--- src/rtl/pre_i_seq.sv ---
// Cycle sequencer for the pre-intra dc_planar datapath: walks BLK_NUM 8x8 blocks of
// CNT_MAX+1 cycles each, stalling the intra-block counter while gradient data is late.
module pre_i_seq #(
    parameter int BLK_NUM = 64,
    parameter int CNT_MAX = 39,
    parameter int R1_LO   = 0,
    parameter int R1_HI   = 5,
    parameter int R2_LO   = 1,
    parameter int R2_HI   = 6
) (
    input  logic       clk,
    input  logic       rstn,
    input  logic       start_i,
    input  logic       abort_i,
    input  logic       pix_valid_i,
    output logic       busy_o,
    output logic       done_o,
    output logic [5:0] cnt_o,
    output logic [6:0] blockcnt_o,
    output logic       counterrun1_o,
    output logic       counterrun2_o
);

    localparam logic [5:0] CNT_LAST = 6'(CNT_MAX);
    localparam logic [6:0] BLK_LAST = 7'(BLK_NUM);

    if (!(R1_LO >= 0 && R1_LO <= R1_HI && R1_HI <= CNT_MAX &&
          R2_LO >= 0 && R2_LO <= R2_HI && R2_HI <= CNT_MAX &&
          CNT_MAX <= 63 && BLK_NUM >= 1 && BLK_NUM <= 127)) begin : g_param_err
        $error("pre_i_seq: illegal window or size parameters");
    end

    typedef enum logic [1:0] {
        S_IDLE = 2'd0,
        S_RUN  = 2'd1,
        S_DONE = 2'd2
    } state_t;

    state_t     state_q, state_d;
    logic [5:0] cnt_q, cnt_d;
    logic [6:0] blk_q, blk_d;

    logic advance;
    logic in_r1;
    logic in_r2;
    logic run1;
    logic run2;
    logic busy;
    logic done;
    int   cnt_int;

    always_comb begin
        state_d = state_q;
        cnt_d   = cnt_q;
        blk_d   = blk_q;
        advance = 1'b0;
        run1    = 1'b0;
        run2    = 1'b0;
        busy    = 1'b0;
        done    = 1'b0;
        cnt_int = int'(cnt_q);
        in_r1   = (cnt_int >= R1_LO) && (cnt_int <= R1_HI);
        in_r2   = (cnt_int >= R2_LO) && (cnt_int <= R2_HI);

        case (state_q)
            S_IDLE: begin
                cnt_d = '0;
                blk_d = '0;
                if (start_i && !abort_i) begin
                    state_d = S_RUN;
                    blk_d   = 7'd1;
                end
            end
            S_RUN: begin
                busy = 1'b1;
                // Only the pixel-fetch window waits for gradient data.
                advance = !(in_r1 && !pix_valid_i);
                run1    = advance && in_r1;
                run2    = advance && in_r2;
                if (abort_i) begin
                    state_d = S_IDLE;
                    cnt_d   = '0;
                    blk_d   = '0;
                end else if (advance) begin
                    if (cnt_q < CNT_LAST) begin
                        cnt_d = cnt_q + 6'd1;
                    end else if (blk_q < BLK_LAST) begin
                        cnt_d = '0;
                        blk_d = blk_q + 7'd1;
                    end else begin
                        state_d = S_DONE;
                        cnt_d   = '0;
                    end
                end
            end
            S_DONE: begin
                busy    = 1'b1;
                done    = !abort_i;
                state_d = S_IDLE;
                cnt_d   = '0;
                blk_d   = '0;
            end
            default: begin
                state_d = S_IDLE;
                cnt_d   = '0;
                blk_d   = '0;
            end
        endcase
    end

    always_ff @(posedge clk or negedge rstn) begin
        if (!rstn) begin
            state_q <= S_IDLE;
            cnt_q   <= '0;
            blk_q   <= '0;
        end else begin
            state_q <= state_d;
            cnt_q   <= cnt_d;
            blk_q   <= blk_d;
        end
    end

    assign busy_o        = busy;
    assign done_o        = done;
    assign cnt_o         = cnt_q;
    assign blockcnt_o    = blk_q;
    assign counterrun1_o = run1;
    assign counterrun2_o = run2;

endmodule
--- config.mk ---
export PLATFORM = sky130hd
export DESIGN_NAME = pre_i_seq
export DESIGN_NICKNAME = d
export VERILOG_FILES = /design/src/rtl/pre_i_seq.sv
export SDC_FILE = /design/constraint.sdc
export NUM_CORES = 1
export LEC_CHECK = 0
export BUFFER_PORTS_ARGS = -buffer_cell sky130_fd_sc_hd__buf_2
export CORE_MARGIN = 2
export CORE_UTILIZATION = 40
export CTS_CLUSTER_DIAMETER = 40
export DETAILED_ROUTE_END_ITERATION = 16
export PLACE_DENSITY_LB_ADDON = 0.3
export SLEW_MARGIN = 10
export SYNTH_ARGS = -nofsm -noshare
export SYNTH_HDL_FRONTEND = slang
export SYNTH_SLANG_ARGS = --single-unit
--- constraint.sdc ---
create_clock -name clk -period 3.8 [get_ports clk]
set_clock_uncertainty 0.05 [all_clocks]
set_input_delay 0.38 -clock clk [delete_from_list [all_inputs] [get_ports clk]]
set_output_delay 0.38 -clock clk [all_outputs]
set_load 0.1 [all_outputs]
==> results of run 1 <==
[layer usage]
layer | vias to the layer above | wire, um | global-route usage
met5 | - | 0 | 0
met4 | 0 | 13 | 0.0314
met3 | 2 | 105 | 0.0558
met2 | 22 | 1130 | 0.281
met1 | 443 | 1040 | 0.193
li1 | 456 | - | -
[cell usage after synthesis (all sizes together) (2+ instances only)]
cell type and number:
nand2b 4, a211oi 2, buf 5, o31ai 3, nand3 7, dfrtp 15
a21oi 10, nand2 8, o21ai 4, nor2b 3, ha 8, a211o 2
or4 4, nor3b 2, inv 8, nor2 3, o221ai 3, clkbuf 2
[final cells by class]
cell class,instances,area share
flip-flops and latches,15,0.316
repair buffers,22,0.0970
inverters,8,0.0253
multi-input cells,82,0.507
well taps,30,0.0316
clock buffers,4,0.0222
[worst max-delay path, stage by stage (launching register included)]
cell     delay [ns]
dfrtp_1        0.44
inv_1          0.11
ha_1           0.25
or3b_1         0.47
nand2_1        0.10
nor2_1         0.04
buf_2          0.28
[worst max-delay path by stage]
stage                     startpoint            end  slack (ns)  cells after the start
after floorplan             cnt_o[0]  counterrun2_o        0.27                      5
after global placement      cnt_o[0]  counterrun1_o        1.76                      6
after detailed placement    cnt_o[0]  counterrun1_o        1.71                      6
after CTS                   cnt_o[0]  counterrun1_o        1.38                      6
after global routing        cnt_o[1]  counterrun1_o        1.27                      6
final                       cnt_o[0]  counterrun1_o        1.39                      6
[registers in the layout (all words and copies together), names as in the netlist]
| name | count |
|---|---|
| state_q | 2 |
| cnt_o | 6 |
| blockcnt_o | 7 |
[where the power goes]
part / switching (W) / leakage [nW] / total [W] / internal [W]
clock network: 0.0000542 / 0.0150 / 0.0000950 / 0.0000408
registers: 0.0000127 / 0.207 / 0.000183 / 0.000170
logic: 0.000163 / 0.292 / 0.000210 / 0.0000473
total: 0.000230 / 0.514 / 0.000488 / 0.000258
[layout by cell type (no fill, tap or decap), types with 2 or more instances in the layout]
master	netlist	layout
o221ai_1	3	3
dfrtp_1	15	15
nor2b_1	3	3
clkbuf_4	0	3
ha_1	8	8
buf_2	1	21
inv_1	8	8
nand2b_1	4	4
o31ai_1	3	3
or4_1	4	4
nand2_1	8	8
a21oi_1	9	9
nor3b_1	2	2
nand3_1	7	7
o21ai_0	3	3
nor2_1	3	3
[per-stage QoR]
stage	hold WS, ns	instances	total power [W]
2_1_floorplan	0.0344	112	0.000362
3_3_place_gp	0.266	156	0.000395
3_5_place_dp	0.265	156	0.000397
4_1_cts	0.379	161	0.000493
5_1_grt	0.411	161	0.000516
6_report	0.381	161	0.000488
[cell families after synthesis]
kind of cell    count (synthesis)
fa+ha+maj                       8
compound gates                 33
xor+xnor                        1
mux                             1
flops                          15
simple gates                   39
buf+inv                        15
[repair_timing]
item | CTS | global route
resized for setup | 0 | 0
hold endpoints to repair | 15 | 0
setup endpoints to repair | 0 | 0
hold buffers | 1 | 0
==> flow_summary_export.csv, run 1 <==
group,metric,value,unit
clock_tree,clockBufferDepth,2,
worst_setup_path,worstPathArrival,1.98,ns
clock_tree,cts-htree-levels,1,
hold_path,hold_depth,4,
routing,remaining_drc_errors,0,
final_layout,drive_gt1_frac,0.244,
placed_design,gp_congestion,0.855,
routing,first_iter_violations,18,
placed_design,port_buffers,21,
worst_setup_path,worstPathMaxFanout,6,
clock_tree,cts_tree,"done",
floorplan,dieArea,0.00311,mm2
hold_path,hp-start,"abort_i",
logic_synthesis,netlist.area_leader.share,0.350,
logic_synthesis,synth_seq_area_share,0.350,
timing,worst_slack,1.39,ns
final_layout,final_core_util,0.474,
timing,finalCritPeriodShare,0.635,
worst_setup_path,critPathLaunchType,"flop",
logic_synthesis,synthAdderAreaFrac,0.0935,
worst_setup_path,r2r_start,"cnt_o[0]",
timing,worstMarginPinSlew,0.749,ns
timing,clock.fmax,415,MHz
logic_synthesis,synth_ff_type,"dfrtp_1",
grt,grt_usage,0.161,
floorplan,io_pins,22,
clock_tree,cts_setup_buffers,0,
timing,slew_viol_final,0,
clock_tree,path_clk_slew,0.09,ns
placed_design,post-place-ws,1.71,ns
status,outcome,"finished clean",
timing,final-setup-viol-count,0,
clock_tree,clk_latency,0.29,ns
timing,relSlewSlack,0.500,
floorplan,die_w,55.7,um
final_layout,diodes,0,
floorplan,core-area,0.00250,mm2
routing,via_count,923,
final_layout,finalNetCount,145,
logic_synthesis,synth_area,0.00107,mm2
hold_path,worstHoldEndpoint,"blockcnt_o[0]",
routing,final_antenna_net_count,0,
logic_synthesis,synthArstFlopShare,1.00,
power_and_ir_drop,leakagePower,0.514,nW
routing,wl_per_cell,14.2,um
grt,grt_pass1_vias,914,
floorplan,fp.dieH,55.7,um
clock_tree,cts_buffers,3,
logic_synthesis,ys_top_cells_by_area,"dfrtp_1 35%, ha_1 9.3%, a21oi_1 4.2%",
final_layout,areaGrowthSynthToFinish,10.7,%
logic_synthesis,synth_compound_area_frac,0.229,
worst_setup_path,critPathRequiredTime,3.37,ns
logic_synthesis,synth_top_family_by_area,"compound AO/OA/AOI/OAI gates",
final_layout,final_cell_area,0.00119,mm2
logic_synthesis,avgSynthCellArea,9.56,um2
grt,grt_max_degree,16,
clock_tree,root_buffer,"clkbuf_4",
worst_setup_path,crit_type,"reg2out",
grt,grt_overflow,0,
timing,grt_setup_unrepaired,"no",
logic_synthesis,yosys.area.top_type,"dfrtp_1",
floorplan,start_util,0.428,
grt,grt_first_pass_wirelength,4000,um
final_layout,fillers,245,
logic_synthesis,synth-seq-cells,15,
power_and_ir_drop,cellPowerDensity,411,mW/mm2
worst_setup_path,rr_worst_depth,4,
timing,fin_setup_tns,0,ns
routing,drt-pass1-iter-count,4,
placed_design,dpl.hpwl,1680,um
final_layout,multi_input_area,602,um2
logic_synthesis,synth_xor_area_frac,0.00818,
hold_path,hold_class,"in2reg",
routing,via_per_inst,5.73,
logic_synthesis,synthMuxAreaShare,0.00935,
logic_synthesis,synth_cell_type_count,44,
worst_setup_path,rrSetupSlack,1.79,ns
flow_run,cap_violations,0,
placed_design,dpl-instance-area,0.00115,mm2
routing,drt_wl_total,2280,um
timing,finalHoldViolCount,0,
clock_tree,clock-sinks,15,
floorplan,row_count,18,
timing,fin_crit,2.41,ns
worst_setup_path,end_kind,"primary output",
logic_synthesis,synthSimpleGateAreaFrac,0.222,
logic_synthesis,syn_inst,112,
power_and_ir_drop,peakVddDrop,0.347,mV
logic_synthesis,synth_fp_nets,125,
worst_setup_path,reg2reg_to,"cnt_o[2]",
logic_synthesis,synth_edf_count,0,
final_layout,regArea,375,um2
logic_synthesis,yosys_warnings,0,
grt,antenna_found_initial,0,
No activity file was read; power rests on OpenSTA's default activity.
==> inputs of run 2 (changes only) <==
==> constraint.sdc (replaced) <==
create_clock -name clk -period 2.4 [get_ports clk]
set_clock_uncertainty 0.05 [all_clocks]
set_input_delay 0.24 -clock clk [delete_from_list [all_inputs] [get_ports clk]]
set_output_delay 0.24 -clock clk [all_outputs]
set_load 0.1 [all_outputs]
==> run 2 against run 1 <==
Against the previous run: total power up 62%; die area unchanged; via count up 2.7%; first-iteration DRC count down 28%; largest power group unchanged; non-clock buffer count up 1; largest cell class unchanged; critical endpoint unchanged.
==> flow_summary_export.csv, run 2 (synthesis gave the netlist of run 1 again) <==
group,metric,value,unit
status,outcome,"finished clean",
worst_setup_path,worstPathMaxFanout,6,
clock_tree,clockBufferDepth,2,
timing,final-setup-viol-count,0,
timing,grt_setup_unrepaired,"no",
routing,remaining_drc_errors,0,
floorplan,row_count,18,
routing,first_iter_violations,13,
floorplan,io_pins,22,
worst_setup_path,startpoint,"cnt_o[0]",
final_layout,layout_commonest_cell,"buf_2",
timing,finalCritPeriodShare,0.952,
worst_setup_path,critPathLaunchType,"flop",
floorplan,core-area,0.00250,mm2
clock_tree,cts_buffers,3,
worst_setup_path,critPathRequiredTime,2.11,ns
floorplan,die_w,55.7,um
clock_tree,cts_tree,"done",
worst_setup_path,r2r_start,"cnt_o[0]",
timing,worstMarginPinSlew,0.492,ns
worst_setup_path,crit_type,"reg2out",
worst_setup_path,end_kind,"primary output",
grt,grt_usage,0.165,
routing,via_per_inst,5.85,
floorplan,start_util,0.428,
final_layout,areaGrowthSynthToFinish,13.4,%
routing,final_antenna_net_count,0,
final_layout,final_core_util,0.486,
hold_path,hold_class,"in2reg",
worst_setup_path,cp_slowest_stage_delay,0.49,ns
power_and_ir_drop,leakagePower,0.516,nW
worst_setup_path,worstPathArrival,2.00,ns
power_and_ir_drop,peakVddDrop,0.581,mV
clock_tree,root_buffer,"clkbuf_4",
final_layout,largest_reg_flops,7,
final_layout,fillers,241,
power_and_ir_drop,cellPowerDensity,649,mW/mm2
grt,grt_first_pass_wirelength,4120,um
grt,grt_max_degree,16,
clock_tree,post_cts_resize_count,0,
grt,grt_pass1_vias,874,
timing,finalHoldViolCount,0,
flow_run,cap_violations,0,
timing,relSlewSlack,0.674,
routing,drt-pass1-iter-count,4,
grt,antenna_found_initial,0,
clock_tree,clock-sinks,15,
clock_tree,path_clk_slew,0.09,ns
worst_setup_path,critical_path.cell_chain,"inv_1, ha_1, or3b_1, nand2_1, nor2_4, buf_2",
timing,fin_setup_tns,0,ns
routing,via_count,948,
timing,slew_viol_final,0,
floorplan,fp.dieH,55.7,um
final_layout,finalNetCount,146,
clock_tree,clk_latency,0.28,ns
floorplan,dieArea,0.00311,mm2
placed_design,port_buffers,21,
grt,grt_overflow,0,
final_layout,final_cell_mix,"21 x buf_2, 13 x dfrtp_1",
routing,wl_per_cell,14.2,um
placed_design,gp_congestion,0.801,
worst_setup_path,cp_slowest_cell,"or3b_1",
routing,drt_wl_total,2300,um
timing,fin_crit,2.29,ns
final_layout,diodes,0,
final_layout,drive_gt1_frac,0.280,
hold_path,hp-start,"abort_i",
clock_tree,cts-htree-levels,1,
timing,clock.fmax,438,MHz
placed_design,dpl.hpwl,1760,um
run 2: cell types whose count changed in the layout (fill, tap and decap cells not counted):
cell	previous run	this run
buf_4	0	1
dfrtp_1	15	13
nor2_1	3	2
a21oi_4	0	1
nor2_4	0	1
a21oi_1	9	8
dfrtp_2	0	2
run 2: what timing repair did:
action | CTS | global route
buffers inserted | 0 | 0
hold buffers | 1 | 0
hold endpoints to repair | 15 | 0
run 2: critical path: cells and delay by family, from the launching register on:
| family | cells | cell delay [ns] |
|---|---|---|
| adder cells (fa/ha/maj) | 1 | 0.24 |
| buffers and inverters | 2 | 0.38 |
| flip-flops | 1 | 0.42 |
| AND/OR/NAND/NOR | 3 | 0.67 |
run 2: final timing paths:
| check | slack, ns | to | cells after the start |
|---|---|---|---|
| max in group asynchronous | 1.69 | cnt_o[1] | 2 |
| worst min register to register | 0.54 | blockcnt_o[5] | 2 |
| worst min-delay path | 0.26 | blockcnt_o[0] | 4 |
| worst max register to register | 0.61 | cnt_o[3] | 5 |
| worst max-delay path | 0.11 | counterrun1_o | 6 |
| min in group asynchronous | 0.33 | cnt_o[5] | 2 |
run 2: metrics by stage:
stage          cell area, um2  hold WS (ns)  std cells  total power [W]  setup WS [ns]
2_1_floorplan            1090        -0.106        112         0.000588          0.167
3_3_place_gp             1180         0.122        157         0.000638          0.495
3_5_place_dp             1180         0.122        157         0.000648          0.425
4_1_cts                  1210         0.260        162         0.000794          0.113
5_1_grt                  1210         0.290        162         0.000836        0.00784
6_report                 1210         0.258        162         0.000789          0.115
run 2: cell type report:
| type | instances | area (um2) | share of cell area |
|---|---|---|---|
| multi-input combinational | 82 | 621 | 0.511 |
| inverter | 8 | 30.0 | 0.0247 |
| clock buffer | 4 | 26.3 | 0.0216 |
| sequential | 15 | 378 | 0.311 |
| timing repair buffer | 23 | 123 | 0.101 |
| tap | 30 | 37.5 | 0.0309 |
run 2: where the power goes:
group / internal, W / switching (W) / leakage [nW]
registers: 0.000269 / 0.0000206 / 0.204
clock network: 0.0000645 / 0.0000823 / 0.0150
logic: 0.0000796 / 0.000273 / 0.297
run 2: routing by layer:
layer | vias to the layer above | routed length, um | GRT usage
met2 | 31 | 1140 | 0.270
met5 | - | 0 | 0
met1 | 457 | 1010 | 0.221
li1 | 458 | - | -
met4 | 0 | 12 | 0.0209
met3 | 2 | 140 | 0.0465
